[config.mk]
export PLATFORM = sky130hd
export DESIGN_NAME = popcnt_seq
export DESIGN_NICKNAME = d
export VERILOG_FILES = /design/src/rtl/popcnt_seq.sv
export SDC_FILE = /design/constraint.sdc
export NUM_CORES = 1
export LEC_CHECK = 0
export BUFFER_PORTS_ARGS = -buffer_cell sky130_fd_sc_hd__buf_2
export CORE_MARGIN = 2
export CORE_UTILIZATION = 53
export DETAILED_ROUTE_END_ITERATION = 16
export PLACE_DENSITY = 0.87
export SKIP_CTS_REPAIR_TIMING = 1
export SYNTH_ARGS = -nofsm -noshare
export SYNTH_HDL_FRONTEND = slang
export SYNTH_SLANG_ARGS = --single-unit
[constraint.sdc]
create_clock -name clk -period 4.2 [get_ports clk]
set_clock_uncertainty 0.05 [all_clocks]
set_input_delay 0.42 -clock clk [delete_from_list [all_inputs] [get_ports clk]]
set_output_delay 0.42 -clock clk [all_outputs]
set_load 0.02 [all_outputs]
[src/rtl/popcnt_seq.sv]
// popcnt_seq: iterative population counter.
//
// Counts the ones in a WIDTH-bit mask, CHUNK bits per clock. The same block
// produces clz (fed the leading-zero mask), ctz (fed the reversed mask) and
// cpop (fed the operand itself). Latency is fixed at NCHUNK edges from
// accept to OutValid, whatever the data.
//
// Handshake: a transfer happens on a rising clk edge where valid and ready
// are both 1. The input side transfers when InValid & InReady, and the
// output side transfers when OutValid & OutReady. While OutValid is 1 and
// OutReady is 0, Count holds its value. InValid is ignored while InReady is 0.
//
// Ports
//   clk        clock
//   reset      synchronous, active-high reset
//   Flush      abort the operation in progress and discard its result
//   InValid    A is valid (start request)
//   InReady    block can accept an operand (IDLE)
//   A          mask to count, sampled only at the accepting edge
//   OutValid   Count is valid (DONE)
//   OutReady   consumer takes Count
//   Count      number of ones in the accepted A (registered)
//   dbg_state  current FSM state, for checkers and waveform debug
module popcnt_seq #(
    parameter int WIDTH = 64,
    parameter int CHUNK = 8,
    localparam int NCHUNK = WIDTH / CHUNK,
    localparam int CW = $clog2(WIDTH + 1),
    localparam int IW = (NCHUNK > 1) ? $clog2(NCHUNK) : 1
) (
    input  logic             clk,
    input  logic             reset,
    input  logic             Flush,
    input  logic             InValid,
    output logic             InReady,
    input  logic [WIDTH-1:0] A,
    output logic             OutValid,
    input  logic             OutReady,
    output logic [CW-1:0]    Count,
    output logic [1:0]       dbg_state
);

    generate
        if (WIDTH % CHUNK != 0) begin : g_bad_chunk
            $error("popcnt_seq: WIDTH must be a multiple of CHUNK");
        end
    endgenerate

    typedef enum logic [1:0] {
        IDLE  = 2'd0,
        COUNT = 2'd1,
        DONE  = 2'd2
    } state_t;

    state_t           state;
    state_t           state_next;
    logic [WIDTH-1:0] shreg;
    logic [CW-1:0]    acc;
    logic [IW-1:0]    idx;
    logic [CW-1:0]    chunk_ones;
    logic             accept;
    logic             last_chunk;

    // Ones in the chunk currently at the bottom of the shift register.
    always_comb begin
        chunk_ones = '0;
        for (int i = 0; i < CHUNK; i++) begin
            chunk_ones = chunk_ones + CW'(shreg[i]);
        end
    end

    assign accept     = (state == IDLE) && InValid;
    assign last_chunk = (idx == IW'(NCHUNK - 1));

    // Next-state logic. Flush overrides every handshake, including an
    // accept in IDLE.
    always_comb begin
        state_next = state;
        if (Flush) begin
            state_next = IDLE;
        end else begin
            case (state)
                IDLE:    if (InValid) state_next = COUNT;
                COUNT:   if (last_chunk) state_next = DONE;
                DONE:    if (OutReady) state_next = IDLE;
                default: state_next = IDLE;
            endcase
        end
    end

    always_ff @(posedge clk) begin
        if (reset) begin
            state <= IDLE;
            shreg <= '0;
            acc   <= '0;
            idx   <= '0;
        end else begin
            state <= state_next;
            if (Flush) begin
                shreg <= '0;
                acc   <= '0;
                idx   <= '0;
            end else if (accept) begin
                shreg <= A;
                acc   <= '0;
                idx   <= '0;
            end else if (state == COUNT) begin
                // The accumulator is CW bits wide and never exceeds WIDTH.
                acc   <= acc + chunk_ones;
                shreg <= shreg >> CHUNK;
                idx   <= idx + IW'(1);
            end
        end
    end

    assign InReady   = (state == IDLE);
    assign OutValid  = (state == DONE);
    assign Count     = acc;
    assign dbg_state = state;

endmodule

==> results of run 1 <==
## worst paths after layout
path	start	end	slack (ns)	cells after the start
setup / recovery	Count[0]	Count[6]	0.84	11
hold / removal	A[57]	shreg[57]	0.27	3
setup reg to reg	Count[0]	Count[6]	0.84	11
hold reg to reg	shreg[3]	shreg[3]	0.41	2
## critical path, stage by stage (launching register included)
cell     delay, ns
dfxtp_1       0.34
fa_1          0.54
inv_1         0.05
fa_1          0.49
fa_1          0.42
fa_1          0.38
inv_1         0.08
fa_1          0.20
a21o_1        0.12
a21oi_1       0.09
or3_1         0.35
a21oi_1       0.16
## Yosys cell counts
cell	n	area, µm²
nor2b_1	2	12.51
nand2b_1	3	18.77
o211ai_1	1	7.510
buf_4	3	22.52
nor2_1	12	45.04
inv_1	12	45.04
mux2_1	1	11.26
or2_1	1	6.260
nand3_1	9	45.04
buf_6	5	56.30
xnor2_1	2	17.52
a211oi_1	2	15.01
nand2_1	72	270.3
or2_0	1	6.260
buf_2	14	70.07
or3_1	2	12.51
dfxtp_1	76	1521
a21oi_1	71	355.3
a211o_1	1	8.760
o2bb2ai_1	1	8.760
nor3_2	1	10.01
clkbuf_1	9	33.78
fa_1	5	100.1
o21ai_0	3	15.01
ha_1	8	100.1
a22oi_1	57	427.9
a21o_1	1	7.510
nor3b_2	1	12.51
## power by group through the flow
stage               Sequential [mW]  Clock [mW]  Combinational, mW
floorplan                     0.767           0              0.101
global placement              0.769           0              0.143
detailed placement            0.770           0              0.145
CTS                           0.753       0.666              0.146
global route                  0.755       0.694              0.166
finish                        0.753       0.657              0.146
## through the flow
stage / std cells / power [mW] / instance area (µm²) / hold WS, ns
2_1_floorplan: 376 / 0.8688 / 3263 / 0.3863
3_3_place_gp: 502 / 0.9119 / 3613 / 0.3926
3_5_place_dp: 502 / 0.9154 / 3613 / 0.3981
4_1_cts: 518 / 1.565 / 3846 / 0.2584
5_1_grt: 518 / 1.615 / 3846 / 0.2724
6_report: 518 / 1.556 / 3846 / 0.2674
## kinds of logic after synthesis
kind of cell | after synthesis | share of synthesized area, %
xor gates and xnor gates | 2 | 0.5369
buffers and inverters | 43 | 6.978
adders and majority gates | 13 | 6.135
and+or+nand+nor | 104 | 13.46
DFF | 76 | 46.63
AOI/OAI and AO/OA | 137 | 25.92
muxes | 1 | 0.3451
## layout make-up
type | count | area share [%]
clock inverter | 4 | 2.537
timing repair buffer | 82 | 10.87
clock buffer | 12 | 3.513
inverter | 12 | 1.171
sequential | 76 | 39.56
tap | 75 | 2.440
multi-input combinational | 257 | 39.92
## flip-flops by register name (all words and copies together), names as in the netlist
register   cells
shreg         64
Count          7
idx            3
dbg_state      2
## metal layers
layer,up-vias,global-route usage (%),wire (µm)
li1,1442,-,-
met1,1333,28.09,3194
met2,96,37.66,3699
met3,14,5.652,482
met4,0,10.00,133
met5,-,0,0
==> summary.txt, run 1 <==
Final layout
  – Commonest cells after routing, fill and taps aside: buf_2 (79), dfxtp_1 (76), nand2_1 (72)
  – Number of fill cells: 505
  – P&R area growth vs syn: 17.87%
  – N_diodes: 0
  – Layout cells sized above 1: 22.57%
  – Area of the multi-input gates: between 1500 and 2000 µm²
  – Most common cell after layout, fill and taps aside: buf_2
  – Nets: 520
  – Layout Utilization: 64.96%
  – FF+latch area: 1521 µm²

Timing
  – Final-report max-slew violation count: 0
  – Final Hold Vio Count: 0
  – Slew @ Worst Pin: 1.176 ns
  – Clock period minus worst slack: between 3 and 4 ns
  – Fin crit share: between 70 and 80%
  – Max-slew headroom: a little over a fifth
  – Fmax: 297.8 MHz
  – Setup ws final: 0.8421 ns
  – Final Setup Violations: 0
  – Unrepaired setup endpoints after global routing: false
  – Setup TNS: 0 ns

Setup path
  – Crit Path Category: reg -> reg
  – CP Capture Type: flip-flop
  – Crit-path max FO: 4
  – Arr. time, crit path: 3.58 ns
  – CP Launch Type: flip-flop
  – WP data required: 4.42 ns

Outcome
  – Status: finished, final reports clean

Placed design
  – IO Port Bufs: 79
  – HPWL Detailed: 4916 µm
  – DP Worst Slack: 0.8480 ns
  – Final Wtd Congestion: 0.7645

Routing
  – Post-route ant nets: 0
  – Via Count: just under 3,000
  – DRT Pass-1 Iters: 5
  – Post-DR vias/cell: 5.569
  – Routed len/inst: around 14 µm
  – Post-route DRC: 0
  – Total Wirelength: 7510 µm
  – Starting DRC count in detailed routing: 268

Power
  – PwrDens: 404.6 nW/µm²
  – VDD IR max: 283.4 µV
  – Internal Power: 1.194 mW
  – Clock power frac: 42.2%
  – Net Sw Frac: about a quarter
  – Net Switching: 0.3626 mW
  – Combinational Power Share: roughly a tenth
  – Reg power frac: between 40 and 50%
  – Leakage power total: 1.557 nW

Global routing
  – Gr usage total: around 23%
  – Congestion Overflow GR: 0
  – Vias in the first global route: between 2,000 and 3,000
  – First-pass GRT wire length: 11,740 µm
  – Initial antenna violation count: 0
  – Largest net degree at the start of global routing: 68

Die
  – Row count: 28
  – Die width: 82.47 µm
  – DIE AREA: slightly below 7000 µm²
  – Die height: between 80 and 90 µm
  – Io pins: 80
  – Core Region: 5921 µm²
  – Initial Util: a little under three fifths

Hold path
  – Worst Hold Class: in -> reg

Clocking
  – CTS Sinks: 76
  – Clock Latency Late Sink: 0.34 ns
  – CTS tree: built
  – Clk buf depth: 2
  – Total CTS buffers: 9
  – Root Buffer: clkbuf_8
  – Htree depth: 3
  – Clock slew seen by the registers of the worst setup and hold paths: ~0.08 ns

Yosys
  – YS warnings: 0
  – Mapped cell area: 3263 µm²
  – Syn Area/Cell: 8.679 µm²
  – Cell variety after synth: 28
  – Syn Inst Count: 376
  – Syn_nets: 458
  – Seq cells post-synth: 76
  – Post-synthesis sequential area ratio: 46.63%

Run
  – Max-cap violation count: 0
Note: power is estimated with default switching activity, not from simulation.
==> run 2: changes to the inputs <==
ABC_AREA = 1   (was unset)
clock period = 3.5 ns   (was 4.2 ns; I/O delays follow)
==> run 2 against run 1 <==
  * Clock power decreased by 13%
  * Combinational power increased by 15%
  * Sequential share of layout area increased by 0.36 points
  * Maximum frequency increased by 6.6%
  * Register-to-register slack got worse by 0.49 ns
  * Sequential cell count unchanged
  * Global-route usage decreased by 0.51 points
  * Synthesized cell count increased by 17%
  * Synthesized area increased by 1.9%
  * Count of clock-buffer cells in the layout decreased by 2
  * Critical path depth increased by 1
  * Largest cell class unchanged
==> summary.txt, run 2 <==
Yosys
  – Mux cell area share after synthesis: 0% (was 0.3451%)
  – Post-synthesis sequential area ratio: 45.77% (was 46.63%)
  – Cell variety after synth: 23 (was 28)
  – Share of the synthesized area in the top cell type: 45.77% (was 46.63%)
  – Seq cells post-synth: 76 (unchanged)
  – Syn_nets: 523 (was 458)
  – Post-synth EDFFs: 0 (unchanged)
  – Simple-gate area share of the yosys netlist: 26.35% (was 13.46%)
  – Synth area leaders: dfxtp_1 (46%), nand2_1 (23%), a31oi_1 (11%) (was dfxtp_1 (47%), a22oi_1 (13%), a21oi_1 (11%))
  – Asr flop ratio synth: 0% (unchanged)
  – Xor/xnor cell area share of the yosys netlist: 0.5269% (was 0.5368%)
  – Post-synthesis adder-cell area fraction: 6.022% (was 6.135%)
  – Largest family of logic cells by synthesized area: simple AND/OR/NAND/NOR gates (was compound AO/OA/AOI/OAI gates)
  – Most frequent cell after synthesis: nand2_1 (was dfxtp_1)
  – YS warnings: 0 (unchanged)
  – Post-synth top area cell: dfxtp_1 (unchanged)
  – Synth Area in Compound Gates: 13.93% (was 25.92%)
  – Syn Inst Count: 441 (was 376)
  – Ys flop type: dfxtp_1 (unchanged)
  – Syn Area/Cell: 7.538 µm² (was 8.679 µm²)
  – Synth top cells by count: nand2_1 (207), dfxtp_1 (76), a31oi_1 (56) (was dfxtp_1 (76), nand2_1 (72), a21oi_1 (71))
  – Mapped cell area: 3324 µm² (was 3263 µm²)

Timing
  – Clock period minus worst slack: 3.150 ns (was 3.358 ns)
  – Setup ws final: 0.3501 ns (was 0.8421 ns)
  – Fin crit share: 90.00% (was 79.95%)
  – Final Setup Violations: 0 (unchanged)
  – Final-report max-slew violation count: 0 (unchanged)
  – Fmax: 317.5 MHz (was 297.8 MHz)
  – Unrepaired setup endpoints after global routing: false (unchanged)
  – Final Hold Vio Count: 0 (unchanged)
  – Max-slew headroom: 28.39% (was 21.42%)
  – Setup TNS: 0 ns (unchanged)
  – Slew @ Worst Pin: 1.073 ns (was 1.176 ns)

Global routing
  – Vias in the first global route: 2,904 (was 2,663)
  – Initial antenna violation count: 0 (unchanged)
  – Congestion Overflow GR: 0 (unchanged)
  – First-pass GRT wire length: 12,670 µm (was 11,740 µm)
  – Largest net degree at the start of global routing: 67 (was 68)
  – Gr usage total: 22.28% (was 22.80%)

Routing
  – Post-route DRC: 0 (unchanged)
  – Total Wirelength: 7161 µm (was 7510 µm)
  – Post-route ant nets: 0 (unchanged)
  – Via Count: 3,029 (was 2,885)
  – Starting DRC count in detailed routing: 192 (was 268)
  – Post-DR vias/cell: 5.196 (was 5.569)
  – Routed len/inst: 12.28 µm (was 14.50 µm)
  – DRT Pass-1 Iters: 4 (was 5)

Hold path
  – Hold depth: 3 (unchanged)
  – HP Start: A[61] (was A[57])
  – Worst Hold Class: in -> reg (unchanged)
  – Hold endpoint: shreg[61] (was shreg[57])

Final layout
  – Commonest cells after routing, fill and taps aside: nand2_1 (207), buf_2 (79), dfxtp_1 (76) (was buf_2 (79), dfxtp_1 (76), nand2_1 (72))
  – P&R area growth vs syn: 14.64% (was 17.87%)
  – Register name with the most flops: shreg (unchanged)
  – Nets: 586 (was 520)
  – N_diodes: 0 (unchanged)
  – Layout cells sized above 1: 19.88% (was 22.57%)
  – Max reg flops: 64 (unchanged)
  – Most common cell after layout, fill and taps aside: nand2_1 (was buf_2)

Setup path
  – Reg2reg setup slack: 0.35 ns (was 0.84 ns)
  – CP Launch Type: flip-flop (unchanged)
  – CP Capture Type: flip-flop (unchanged)
  – CP max stage cell: fa_1 (unchanged)
  – R2R Path End: Count[6] (unchanged)
  – Worst Path Buf+Inv: 2 (unchanged)
  – CP cell instances: fa_1 > inv_1 > fa_1 > fa_1 > fa_1 > inv_1 > fa_1 > nand3_1 > nand2_1 > nand3_1 > nand2_1 > nor2_1 (was fa_1 > inv_1 > fa_1 > fa_1 > fa_1 > inv_1 > fa_1 > a21o_1 > a21oi_1 > or3_1 > a21oi_1)
  – Most frequent CP cell: fa_1 (unchanged)
  – Largest stage delay, worst path: 0.54 ns (about the same)
  – Crit Path Category: reg -> reg (unchanged)
  – R2R depth: 12 (was 11)
  – CP top delay family: adder cells (unchanged)
  – Crit-path max FO: 4 (unchanged)
  – Reg2Reg Launch Point: Count[0] (unchanged)
  – WP data required: 3.69 ns (was 4.42 ns)
  – Arr. time, crit path: 3.34 ns (was 3.58 ns)

Die
  – Row count: 28 (unchanged)
  – Die width: 83.20 µm (was 82.47 µm)
  – Io pins: 80 (unchanged)
  – Initial Util: 55.49% (was 55.11%)
  – Die height: 83.20 µm (was 82.47 µm)
  – DIE AREA: 6922 µm² (was 6800 µm²)
  – Core Region: 5991 µm² (was 5921 µm²)

Clocking
  – CTS Sinks: 76 (unchanged)
  – Root Buffer: clkbuf_8 (unchanged)
  – Clock slew seen by the registers of the worst setup and hold paths: 0.08 ns (about the same)
  – CTS tree: built (unchanged)
  – Clock Latency Late Sink: 0.35 ns (was 0.34 ns)
  – Clk buf depth: 2 (unchanged)
  – Total CTS buffers: 9 (unchanged)
  – Htree depth: 3 (unchanged)

Run
  – Max-cap violation count: 0 (unchanged)

Placed design
  – HPWL Detailed: 4732 µm (was 4916 µm)
  – IO Port Bufs: 79 (unchanged)
  – Final Wtd Congestion: 0.8020 (was 0.7645)
  – DP Worst Slack: 0.3749 ns (was 0.8480 ns)

Power
  – PwrDens: 431.8 nW/µm² (was 404.6 nW/µm²)
  – VDD IR max: 233.5 µV (was 283.4 µV)
  – Pwr Total: 1.646 mW (was 1.556 mW)
  – Leakage power total: 1.557 nW (about the same)

Outcome
  – Status: finished, final reports clean (unchanged)
run 2: changes by cell type in the layout (fill, tap and decap cells not counted), moves of 3 or more:
| cell | delta |
|---|---|
| a21oi_1 | -52 |
| nand2_1 | +135 |
| nand3_1 | -6 |
| inv_1 | +5 |
| a22oi_1 | -57 |
| clkbuf_1 | -3 |
| bufinv_16 | -3 |
| nand2b_1 | -3 |
| buf_4 | -3 |
| clkinv_2 | +4 |
| a31oi_1 | +56 |
run 2: cell families (layout without fill, tap and decap cells):
| family | after synthesis | after routing |
|---|---|---|
| buf+inv | 47 | 114 |
| flops | 76 | 76 |
| compound gates | 78 | 78 |
| simple gates | 225 | 225 |
| xor+xnor | 2 | 2 |
| fa+ha+maj | 13 | 13 |
run 2: area by class of cell:
cell class / instances / area (µm²)
clock buffer: 10 / 137.6
clock inverter: 5 / 28.78
fill: 530 / 2180
inverter: 20 / 77.57
multi-input combinational: 318 / 1556
sequential: 76 / 1521
tap: 75 / 93.84
timing repair buffer: 79 / 395.4
run 2: worst max path at each step:
stage	slack, ns	cells after the start	from	end
after CTS	0.34	12	Count[0]	Count[6]
after detailed placement	0.37	12	Count[0]	Count[6]
final	0.35	12	Count[0]	Count[6]
after global routing	0.24	12	Count[0]	Count[6]
after global placement	0.49	12	Count[0]	Count[6]
after floorplan	0.49	11	Count[0]	Count[6]
run 2: power breakdown:
| group | switching (mW) | internal, mW | total, mW |
|---|---|---|---|
| Clock | 0.306 | 0.269 | 0.574 |
| Sequential | 0.0134 | 0.890 | 0.903 |
| Combinational | 0.105 | 0.0623 | 0.168 |
| Total | 0.424 | 1.22 | 1.65 |
run 2: per-stage QoR:
stage / util, % / cells / instance area, µm² / hold WS, ns
final: 63.62 / 583 / 3811 / 0.2048
after global routing: 63.62 / 583 / 3811 / 0.2045
after CTS: 63.62 / 583 / 3811 / 0.1871
after detailed placement: 60.84 / 568 / 3645 / 0.4028
after global placement: 60.84 / 568 / 3645 / 0.3989
after floorplan: - / 441 / 3324 / 0.3892
run 2: tightest hold or removal path, delay by kind of cell:
family	cells	cell delay, ns
AND/OR/NAND/NOR	1	0.05
buffers and inverters	1	0.10
AO/OA/AOI/OAI	1	0.05
run 2: metal layers:
metal	up-vias	part of all wire, %	global-route usage, %
li1	1563	-	-
met1	1382	45	27.06
met2	76	49	37.98
met3	8	4.8	5.865
met4	0	1.3	8.048
met5	-	0	0
==> run 3: changes to the inputs <==
CORE_MARGIN = unset   (was 2)
==> run 3 against run 2 <==
  * Sequential cell count unchanged
  * Combinational power about the same
  * Power up 1.1%
  * Largest power group unchanged
==> summary.txt, run 3 (synthesis results as in run 2) <==
Global routing
  – Largest net degree at the start of global routing: 67 (unchanged)
  – Gr usage total: 23.46% (was 22.28%)
  – Congestion Overflow GR: 0 (unchanged)
  – Vias in the first global route: 2,861 (was 2,904)
  – Initial antenna violation count: 0 (unchanged)
  – First-pass GRT wire length: 11,930 µm (was 12,670 µm)

Clocking
  – Clock slew seen by the registers of the worst setup and hold paths: 0.07 ns (was 0.08 ns)
  – Htree depth: 3 (unchanged)
  – CTS tree: built (unchanged)
  – CTS Sinks: 76 (unchanged)
  – Clock Latency Late Sink: 0.34 ns (was 0.35 ns)
  – Total CTS buffers: 9 (unchanged)
  – Clk buf depth: 2 (unchanged)
  – Root Buffer: clkbuf_8 (unchanged)

Die
  – Core Region: 5991 µm² (unchanged)
  – Io pins: 80 (unchanged)
  – Row count: 28 (unchanged)
  – Die width: 81.20 µm (was 83.20 µm)
  – Initial Util: 55.49% (unchanged)
  – Die height: 81.20 µm (was 83.20 µm)
  – DIE AREA: 6593 µm² (was 6922 µm²)

Final layout
  – Nets: 586 (unchanged)
  – Number of fill cells: 544 (was 530)
  – Commonest cells after routing, fill and taps aside: nand2_1 (207), buf_2 (79), dfxtp_1 (76) (unchanged)
  – Area of the multi-input gates: 1556 µm² (unchanged)
  – N_diodes: 0 (unchanged)
  – Layout cells sized above 1: 19.49% (was 19.88%)
  – Layout Utilization: 63.66% (was 63.62%)
  – FF+latch area: 1521 µm² (unchanged)
  – P&R area growth vs syn: 14.72% (was 14.64%)
  – Max reg flops: 64 (unchanged)
  – Most common cell after layout, fill and taps aside: nand2_1 (unchanged)
  – Register name with the most flops: shreg (unchanged)

Setup path
  – Most frequent CP cell: fa_1 (unchanged)
  – CP Capture Type: flip-flop (unchanged)
  – CP cell instances: fa_1 > inv_1 > fa_1 > fa_1 > fa_1 > inv_1 > fa_1 > nand3_1 > nand2_1 > nand3_1 > nand2_1 > nor2_1 (unchanged)
  – Crit-path max FO: 4 (unchanged)
  – Arr. time, crit path: 3.34 ns (about the same)
  – CP Launch Type: flip-flop (unchanged)
  – CP top delay family: adder cells (unchanged)
  – Crit Path Category: reg -> reg (unchanged)
  – CP max stage cell: fa_1 (unchanged)
  – WP data required: 3.69 ns (about the same)
  – Worst Path Buf+Inv: 2 (unchanged)
  – Largest stage delay, worst path: 0.54 ns (about the same)

Timing
  – WHS: 0.2046 ns (was 0.2048 ns)
  – Fin crit share: 89.92% (was 90.00%)
  – Unrepaired setup endpoints after global routing: false (unchanged)
  – Slew @ Worst Pin: 1.081 ns (was 1.073 ns)
  – Final-report max-slew violation count: 0 (unchanged)
  – Clock period minus worst slack: 3.147 ns (was 3.150 ns)
  – Final Setup Violations: 0 (unchanged)
  – Max-slew headroom: 27.93% (was 28.39%)
  – Fmax: 317.7 MHz (was 317.5 MHz)
  – Setup TNS: 0 ns (unchanged)
  – Final Hold Vio Count: 0 (unchanged)

Placed design
  – IO Port Bufs: 79 (unchanged)
  – Final Wtd Congestion: 0.8158 (was 0.8020)
  – HPWL Detailed: 4779 µm (was 4732 µm)

Run
  – Max-cap violation count: 0 (unchanged)

Power
  – Leakage power total: 1.554 nW (was 1.557 nW)
  – PwrDens: 436.3 nW/µm² (was 431.8 nW/µm²)
  – VDD IR max: 336.8 µV (was 233.5 µV)
  – Pwr Total: 1.664 mW (was 1.646 mW)

Routing
  – Post-route DRC: 0 (unchanged)
  – Total Wirelength: 7246 µm (was 7161 µm)
  – Post-route ant nets: 0 (unchanged)
  – Post-DR vias/cell: 5.295 (was 5.196)
  – DRT Pass-1 Iters: 4 (unchanged)
  – Via Count: 3,087 (was 3,029)
  – Routed len/inst: 12.43 µm (was 12.28 µm)
  – Starting DRC count in detailed routing: 211 (was 192)

Outcome
  – Status: finished, final reports clean (unchanged)

Hold path
  – Worst Hold Class: in -> reg (unchanged)
## run 3: cell types whose count changed in the layout (fill, tap and decap cells not counted)
cell	change
clkbuf_1	+2
clkinv_2	-2
clkbuf_8	+1
clkinv_4	-1
## run 3: worst register-to-register path: cells and delay by family (launching register included)
kind                     cells  cell delay (ns)
flip-flops                   1             0.34
adder cells (fa/ha/maj)      5             2.07
buffers and inverters        2             0.15
AND/OR/NAND/NOR              5             0.45
## run 3: power by group
| group | internal (mW) | switching [mW] |
|---|---|---|
| clock network | 0.291 | 0.301 |
| logic | 0.0627 | 0.106 |
| registers | 0.890 | 0.0138 |
## run 3: stage by stage
stage / setup WS, ns / cell area (µm²) / std cells
floorplan: 0.4896 / 3324 / 441
global placement: 0.4923 / 3645 / 568
detailed placement: 0.3819 / 3645 / 568
CTS: 0.3550 / 3814 / 583
global route: 0.1805 / 3814 / 583
finish: 0.3528 / 3814 / 583
## run 3: layout make-up
class / count / area share, %
multi-input cells: 318 / 40.81
flip-flops and latches: 76 / 39.90
repair buffers: 79 / 10.37
clock buffers: 13 / 4.167
well taps: 75 / 2.461
inverters: 20 / 2.034
clock inverters: 2 / 0.2625
## run 3: final timing paths
check / endpoint / startpoint / slack [ns] / cells past startpoint
worst min-delay path: shreg[60] / A[60] / 0.20 / 3
worst min register to register: shreg[60] / shreg[60] / 0.41 / 2
worst max-delay path: Count[6] / Count[0] / 0.35 / 12
worst max register to register: Count[6] / Count[0] / 0.35 / 12
## run 3: layer usage
metal  share of wire [%]  track usage [%]  up-vias
li1                    -                -     1561
met1                  45            27.49     1424
met2                  47            40.00       85
met3                 4.7            4.944       17
met4                 2.6            12.50        0
met5                   0                0        -
